===== config.mk =====
export PLATFORM = sky130hd
export DESIGN_NAME = weight_stream_loader
export DESIGN_NICKNAME = d
export VERILOG_FILES = /design/src/rtl/weight_stream_loader.sv
export SDC_FILE = /design/constraint.sdc
export NUM_CORES = 1
export LEC_CHECK = 0
export ABC_CLOCK_PERIOD_IN_PS = 4900
export BUFFER_PORTS_ARGS = -buffer_cell sky130_fd_sc_hd__buf_2
export CORE_MARGIN = 2
export CORE_UTILIZATION = 35
export CTS_CLUSTER_DIAMETER = 120
export CTS_CLUSTER_SIZE = 20
export DETAILED_ROUTE_END_ITERATION = 10
export MAX_ROUTING_LAYER = met4
export PLACE_DENSITY_LB_ADDON = 0.25
export SLEW_MARGIN = 20
export SYNTH_ARGS = -nofsm -noshare
export SYNTH_HDL_FRONTEND = slang
export SYNTH_SLANG_ARGS = --single-unit

===== constraint.sdc =====
create_clock -name clk -period 4.9 [get_ports clk]
set_input_delay 0.735 -clock clk [delete_from_list [all_inputs] [get_ports clk]]
set_output_delay 0.735 -clock clk [all_outputs]
set_load 0.01 [all_outputs]

===== src/rtl/weight_stream_loader.sv =====
// weight_stream_loader: turns a framed valid/ready word stream (one header
// word followed by N weight words) into single-cycle weight-memory write
// strobes, and latches the layer/neuron select carried by the header.
module weight_stream_loader #(
  parameter int dataWidth    = 16,
  parameter int addressWidth = 10
) (
  input  logic                    clk,
  input  logic                    rst_n,
  input  logic [31:0]             s_data,
  input  logic                    s_valid,
  output logic                    s_ready,
  input  logic                    s_last,
  output logic                    wen,
  output logic [addressWidth-1:0] waddr,
  output logic [dataWidth-1:0]    wdata,
  output logic [7:0]              layer_no,
  output logic [7:0]              neuron_no,
  output logic                    busy,
  output logic                    done,
  output logic                    err
);

  // The beat counter carries one extra bit so a full 2**addressWidth frame
  // can be counted without wrapping.
  localparam int CW = addressWidth + 1;
  localparam logic [31:0] MAX_FRAME = 32'd1 << addressWidth;
  localparam logic [CW-1:0] ONE = {{addressWidth{1'b0}}, 1'b1};

  typedef enum logic [1:0] {
    S_IDLE = 2'd0,
    S_LOAD = 2'd1,
    S_DONE = 2'd2
  } state_t;

  state_t                  r_state;
  state_t                  w_state_next;

  logic                    r_ready;
  logic                    r_wen;
  logic [addressWidth-1:0] r_waddr;
  logic [dataWidth-1:0]    r_wdata;
  logic [7:0]              r_layer;
  logic [7:0]              r_neuron;
  logic                    r_busy;
  logic                    r_done;
  logic                    r_err;
  logic [CW-1:0]           r_last_idx;
  logic [CW-1:0]           r_beat;

  logic                    w_xfer;
  logic [31:0]             w_hdr_count;
  logic                    w_hdr_bad;
  logic                    w_last_beat;

  logic                    w_ready_next;
  logic                    w_wen_next;
  logic [addressWidth-1:0] w_waddr_next;
  logic [dataWidth-1:0]    w_wdata_next;
  logic [7:0]              w_layer_next;
  logic [7:0]              w_neuron_next;
  logic                    w_busy_next;
  logic                    w_done_next;
  logic                    w_err_next;
  logic [CW-1:0]           w_last_idx_next;
  logic [CW-1:0]           w_beat_next;

  assign w_xfer      = s_valid && r_ready;
  assign w_hdr_count = {16'd0, s_data[15:0]};
  // A header is rejected for an empty or oversize frame, or if it claims to
  // be the final beat of a frame that still expects weights.
  assign w_hdr_bad   = (w_hdr_count == 32'd0) || (w_hdr_count > MAX_FRAME) || s_last;
  assign w_last_beat = (r_beat == r_last_idx);

  // State register only.
  always_ff @(posedge clk or negedge rst_n) begin
    if (!rst_n) begin
      r_state <= S_IDLE;
    end else begin
      r_state <= w_state_next;
    end
  end

  // Next-state and next-output decode; every output is registered below so
  // s_ready never depends combinationally on s_valid.
  always_comb begin
    w_state_next    = r_state;
    w_wen_next      = 1'b0;
    w_waddr_next    = r_waddr;
    w_wdata_next    = r_wdata;
    w_layer_next    = r_layer;
    w_neuron_next   = r_neuron;
    w_err_next      = 1'b0;
    w_last_idx_next = r_last_idx;
    w_beat_next     = r_beat;

    case (r_state)
      S_IDLE: begin
        if (w_xfer) begin
          if (w_hdr_bad) begin
            w_err_next = 1'b1;
          end else begin
            w_layer_next    = s_data[31:24];
            w_neuron_next   = s_data[23:16];
            w_last_idx_next = w_hdr_count[CW-1:0] - ONE;
            w_beat_next     = '0;
            w_state_next    = S_LOAD;
          end
        end
      end
      S_LOAD: begin
        if (w_xfer) begin
          w_wen_next   = 1'b1;
          w_waddr_next = r_beat[addressWidth-1:0];
          w_wdata_next = s_data[dataWidth-1:0];
          w_beat_next  = r_beat + ONE;
          if (w_last_beat) begin
            // Frame is complete regardless; a missing s_last is still flagged.
            w_err_next   = !s_last;
            w_state_next = S_DONE;
          end else if (s_last) begin
            // Early termination: keep what was written, abandon the frame.
            w_err_next   = 1'b1;
            w_state_next = S_IDLE;
          end
        end
      end
      S_DONE: begin
        w_state_next = S_IDLE;
      end
      default: begin
        w_state_next = S_IDLE;
      end
    endcase

    w_ready_next = (w_state_next != S_DONE);
    w_busy_next  = (w_state_next == S_LOAD);
    w_done_next  = (w_state_next == S_DONE);
  end

  // Output and datapath registers, all cleared by reset.
  always_ff @(posedge clk or negedge rst_n) begin
    if (!rst_n) begin
      r_ready    <= 1'b0;
      r_wen      <= 1'b0;
      r_waddr    <= '0;
      r_wdata    <= '0;
      r_layer    <= '0;
      r_neuron   <= '0;
      r_busy     <= 1'b0;
      r_done     <= 1'b0;
      r_err      <= 1'b0;
      r_last_idx <= '0;
      r_beat     <= '0;
    end else begin
      r_ready    <= w_ready_next;
      r_wen      <= w_wen_next;
      r_waddr    <= w_waddr_next;
      r_wdata    <= w_wdata_next;
      r_layer    <= w_layer_next;
      r_neuron   <= w_neuron_next;
      r_busy     <= w_busy_next;
      r_done     <= w_done_next;
      r_err      <= w_err_next;
      r_last_idx <= w_last_idx_next;
      r_beat     <= w_beat_next;
    end
  end

  assign s_ready   = r_ready;
  assign wen       = r_wen;
  assign waddr     = r_waddr;
  assign wdata     = r_wdata;
  assign layer_no  = r_layer;
  assign neuron_no = r_neuron;
  assign busy      = r_busy;
  assign done      = r_done;
  assign err       = r_err;

endmodule

Word level (Yosys, flattened, before mapping)
Cells that the tools add are included.

Register bits: 71. Bits in latches: 0. RAM bits: 0. ROM bits: 0. Input bits: 36. Output and inout port bits: 47. Word-level logic and storage cells: 52. Memories kept: 0.

Add/sub/neg operators: 2. Multiply operators: 0. Div/mod/pow operators: 0. $lt $le $gt $ge: 1. Equal/unequal tests: 8. Shift operators: 0. Multiplexer cells: 18. Bitwise gates (word level): 1. Reduce and logical (&&, ||, !) cells: 10.

Operator list (number): $mux 11 (3); $logic_not 32->1 (1); $pmux 11 s2 (1); $gt 16x11->1 const B (1); $add 11x1->11 const B (1); $eq 11x11->1 (1); $sub 11x1->11 const B (1); $mux 2 (5); $ne 2x2->1 const B (4); $mux 1 (7); $eq 2x1->1 const B (2); $pmux 2 s2 (1); $reduce_and 4->1 (1); $reduce_and 3->1 (1); $eq 2x2->1 const B (1); $logic_not 2->1 (1); $logic_or 1x1->1 (2); $pmux 1 s2 (1); $reduce_and 2->1 (1); $reduce_bool 2->1 (1); $logic_and 1x1->1 (1); $logic_not 1->1 (1); $not 1->1 (1).

Depth between registers and ports, before layout
Word-level depth: 7. Depth in mapped cells: 9. Gate-level depth less buffers: 7.

Worst setup path before layout
Ideal clock, no wire load.

Path type: input to register. Start point: input port s_data[0]. End point: register r_beat[8]. Library setup time: 0.066 ns. Arrival: 2.511 ns. Required time: 4.834 ns. Path slack: 2.323 ns. Stages on the path: 8. Buffers on the path: 1. Cells stage by stage: inv_1 ha_1 nor3b_1 and3_2 clkbuf_1 mux2_2 or4_1 nand2_1.

Cells in the longest elaborated chain, start to end: 5. Elaborated cells between the ends (all ways): 6. Classes of those cells: order compare (1); eq/ne (1); reduce/logical (4).

RTL lines: start, declared (RTL line 10) `input logic [31:0] s_data,`; $gt 16x11->1 / $logic_not 32->1 (equally long branches) (RTL line 72) `assign w_hdr_bad = (w_hdr_count == 32'd0) || (w_hdr_count > MAX_FRAME) || s_last;`; $logic_or 1x1->1 (*) (2 in series) (RTL line 72); $ne 2x2->1 (no source line) (*); $reduce_and 4->1 (no source line) (*); end signal, assigned (RTL line 166) `r_beat <= w_beat_next;`; end, declared (RTL line 49) `logic [CW-1:0] r_beat;`.

Mark *: on every way between the ends. The rest lies on a longest branch, timed or not. A chain may end at the register's enable or synchronous reset.

Final worst setup path
Same ends and word-level chain as after synthesis.

==> metrics.txt <==
first-pass iteration count of the detailed router 4; Hold Path Class in2async; Synth cell types 40; wire length per cell between 10 and 15 microns; average vias per placed instance 5.06; MaxCap Viol Count 0; Pleak between 1.5 and 2 nW; CTS tree done; Detail Route Antenna Nets 0; Placement Setup Slack 1.87 ns; Die Ht 99.8 microns; Max FO, Critical Path 26; Post-Syn Area 3210 sq um; Pwr Total 1.68 mW; post-CTS repair timing setup buffer count 0; drt drc 0; antenna cells 0; VDD IR max 0.000181 V; Slew Limit Fails 0; routed vias 2351; crit path from s_data[0]; Final Hold Viols 0; CTS Sinks 71; Die ar. ~10000 sq um; P&R area growth vs syn 22.3%; Peak Freq 377 MHz; CP Data Arrival Time 2.94 ns; critical path capture point type register; fraction of layout cells with a size suffix above 1 41.2%; RSZ-0062 raised after global routing no; WL final 6810 microns; RD Place Congestion about 0.8; Syn Area/Cell 11.9 sq um; Worst R2R Path Depth 4; Worst-Skew Late Latency roughly 0.34 ns; first-pass GRT wire length 11300 microns; crit path kind in2reg; Initial Utilization a little over a third; min cycle time layout 2.65 ns; Final setup viols 0; share of the yosys chip area belonging to registers a little under three fifths; synthesized netlist net count 308; core area 8810 sq um; hold buffers post-CTS 0; number of buffers created by CTS 9; largest net degree at the start of global routing 40; Startpoint Class input port; H-tree levels 3; die width 99.8 microns; Period Utilization, post-route 54.1%; initial antenna violation count 0; Tot GR Track Use 14.9%; Req. time, crit path 5.19 ns; register-to-register setup slack 2.56 ns; I/O Pins between 80 and 90; status complete, no violations; pwr dens 426 nW/um^2; Starting DRT DRC Count ~110; worst-margin pin slew 0.728 ns; total grt overflow 0; Critical R2R Capture layer_no[3]; CTS Buffer Depth 2; Ys Warns 0; nets@finish about 390; setup ws final roughly 2.2 ns; clock-pin slew on the worst setup and hold paths about 0.08 ns; Row Count 34; dpl hpwl 5060 microns; worst r2r src r_state[1]; synthesized flop and latch total 71; port bufs 82; setup TNS 0 ns; CTS root buf clkbuf_8; max_slew headroom 51.5%; skew final 0.00754 ns; vias in the first global route between 2000 and 2500; Layout fillers 829; Gates resized, CTS repair 0; Mapped Cells between 200 and 300
how the worst max path moves through the flow:
stage / cells past startpoint / slack (ns) / to
after floorplan: 8 / 2.32 / r_beat[8]
after global placement: 8 / 1.92 / r_beat[8]
after CTS: 8 / 2.24 / r_beat[8]
after detailed placement: 8 / 1.87 / r_beat[8]
after global routing: 8 / 2.13 / r_beat[8]
final: 8 / 2.25 / r_beat[8]
state kept, by name, indices dropped and copies added (netlist names):
name,count
err,1
wdata,16
r_beat,11
r_state,2
neuron_no,8
s_ready,1
r_last_idx,11
wen,1
done,1
layer_no,8
waddr,10
busy,1
synthesized netlist by cell type, drive strengths merged:
library cell,count,area [sq um]
nor3,3,15.0
nor2,9,33.8
and3,4,26.3
a31oi,2,12.5
a41o,1,10.0
xor2,2,17.5
xnor2,19,166
mux2i,1,10.0
nand4,9,56.3
a21oi,7,35.0
nor3b,3,22.5
o31ai,1,7.51
inv,6,22.5
or4b,1,10.0
nand2,23,86.3
nand3b,1,7.51
or3,6,43.8
mux2,39,439
nor4,6,58.8
nand3,7,35.0
a311oi,2,17.5
nor2b,1,6.26
dfrtp,71,1780
and4,3,27.5
o21ai,19,95.1
or4,2,15.0
a22o,1,8.76
buf,6,56.3
ha,3,37.5
a21o,1,7.51
o211ai,2,15.0
clkbuf,7,26.3
and3b,1,8.76
through the flow:
| stage | cell area [sq um] | hold slack, ns | instances | util [%] |
|---|---|---|---|---|
| after floorplan | 3210 | 0.439 | 269 | - |
| after global placement | 3700 | 0.468 | 449 | 42.0 |
| after detailed placement | 3700 | 0.469 | 449 | 42.0 |
| after CTS | 3930 | 0.445 | 465 | 44.6 |
| after global routing | 3930 | 0.489 | 465 | 44.6 |
| final | 3930 | 0.446 | 465 | 44.6 |
cell type report:
type	instances	area, sq um	share of cell area [%]
tap	108	135	3.44
clock inverter	6	92.6	2.36
clock buffer	10	138	3.50
timing repair buffer	85	433	11.0
multi-input combinational	179	1330	33.9
sequential	71	1780	45.2
inverter	6	22.5	0.573
cell usage in the layout, fill, tap and decap left out, types with 2 or more instances in the layout:
cell type,synthesis,final
nor4_1,4,4
nand2_1,23,23
nor3_1,3,3
nand4_1,9,9
bufinv_16,0,2
buf_4,3,3
inv_1,6,6
or4_1,2,2
mux2_2,39,39
xnor2_1,19,19
nor2_1,9,9
xor2_1,2,2
o211ai_1,2,2
o21ai_0,19,19
dfrtp_1,71,71
clkbuf_8,0,10
a31oi_1,2,2
nand3_1,7,7
a311oi_1,2,2
ha_1,3,3
and4_1,2,2
a21oi_1,7,7
clkinvlp_4,0,2
buf_2,0,82
and3_1,3,3
nor3b_1,3,3
or3_1,4,4
worst max-delay path, cell delays in order:
cell     delay (ns)
buf_2          0.12
inv_1          0.09
ha_1           0.14
nor3b_1        0.34
and3_2         0.29
mux2_2         0.57
or4_1          0.57
nand2_1        0.08
metal layers:
metal	track usage, %	up-vias	wire length [microns]
li1	-	1132	-
met1	19.7	1148	3140
met3	4.53	6	351
met4	4.74	0	49
met5	-	-	0
met2	22.2	65	3270
cells by family after synthesis:
kind of cell	count (synthesis)	share of synthesized area, %
DFF	71	55.3
xor gates and xnor gates	21	5.72
and+or+nand+nor	79	14.1
muxes	40	14.0
AOI/OAI and AO/OA	36	6.50
adders and majority gates	3	1.17
buffers and inverters	19	3.27
where the power goes:
group / switching (mW) / internal (mW)
registers: 0.0793 / 0.696
clock network: 0.226 / 0.303
logic: 0.188 / 0.183
No activity file was read; power rests on OpenSTA's default activity.
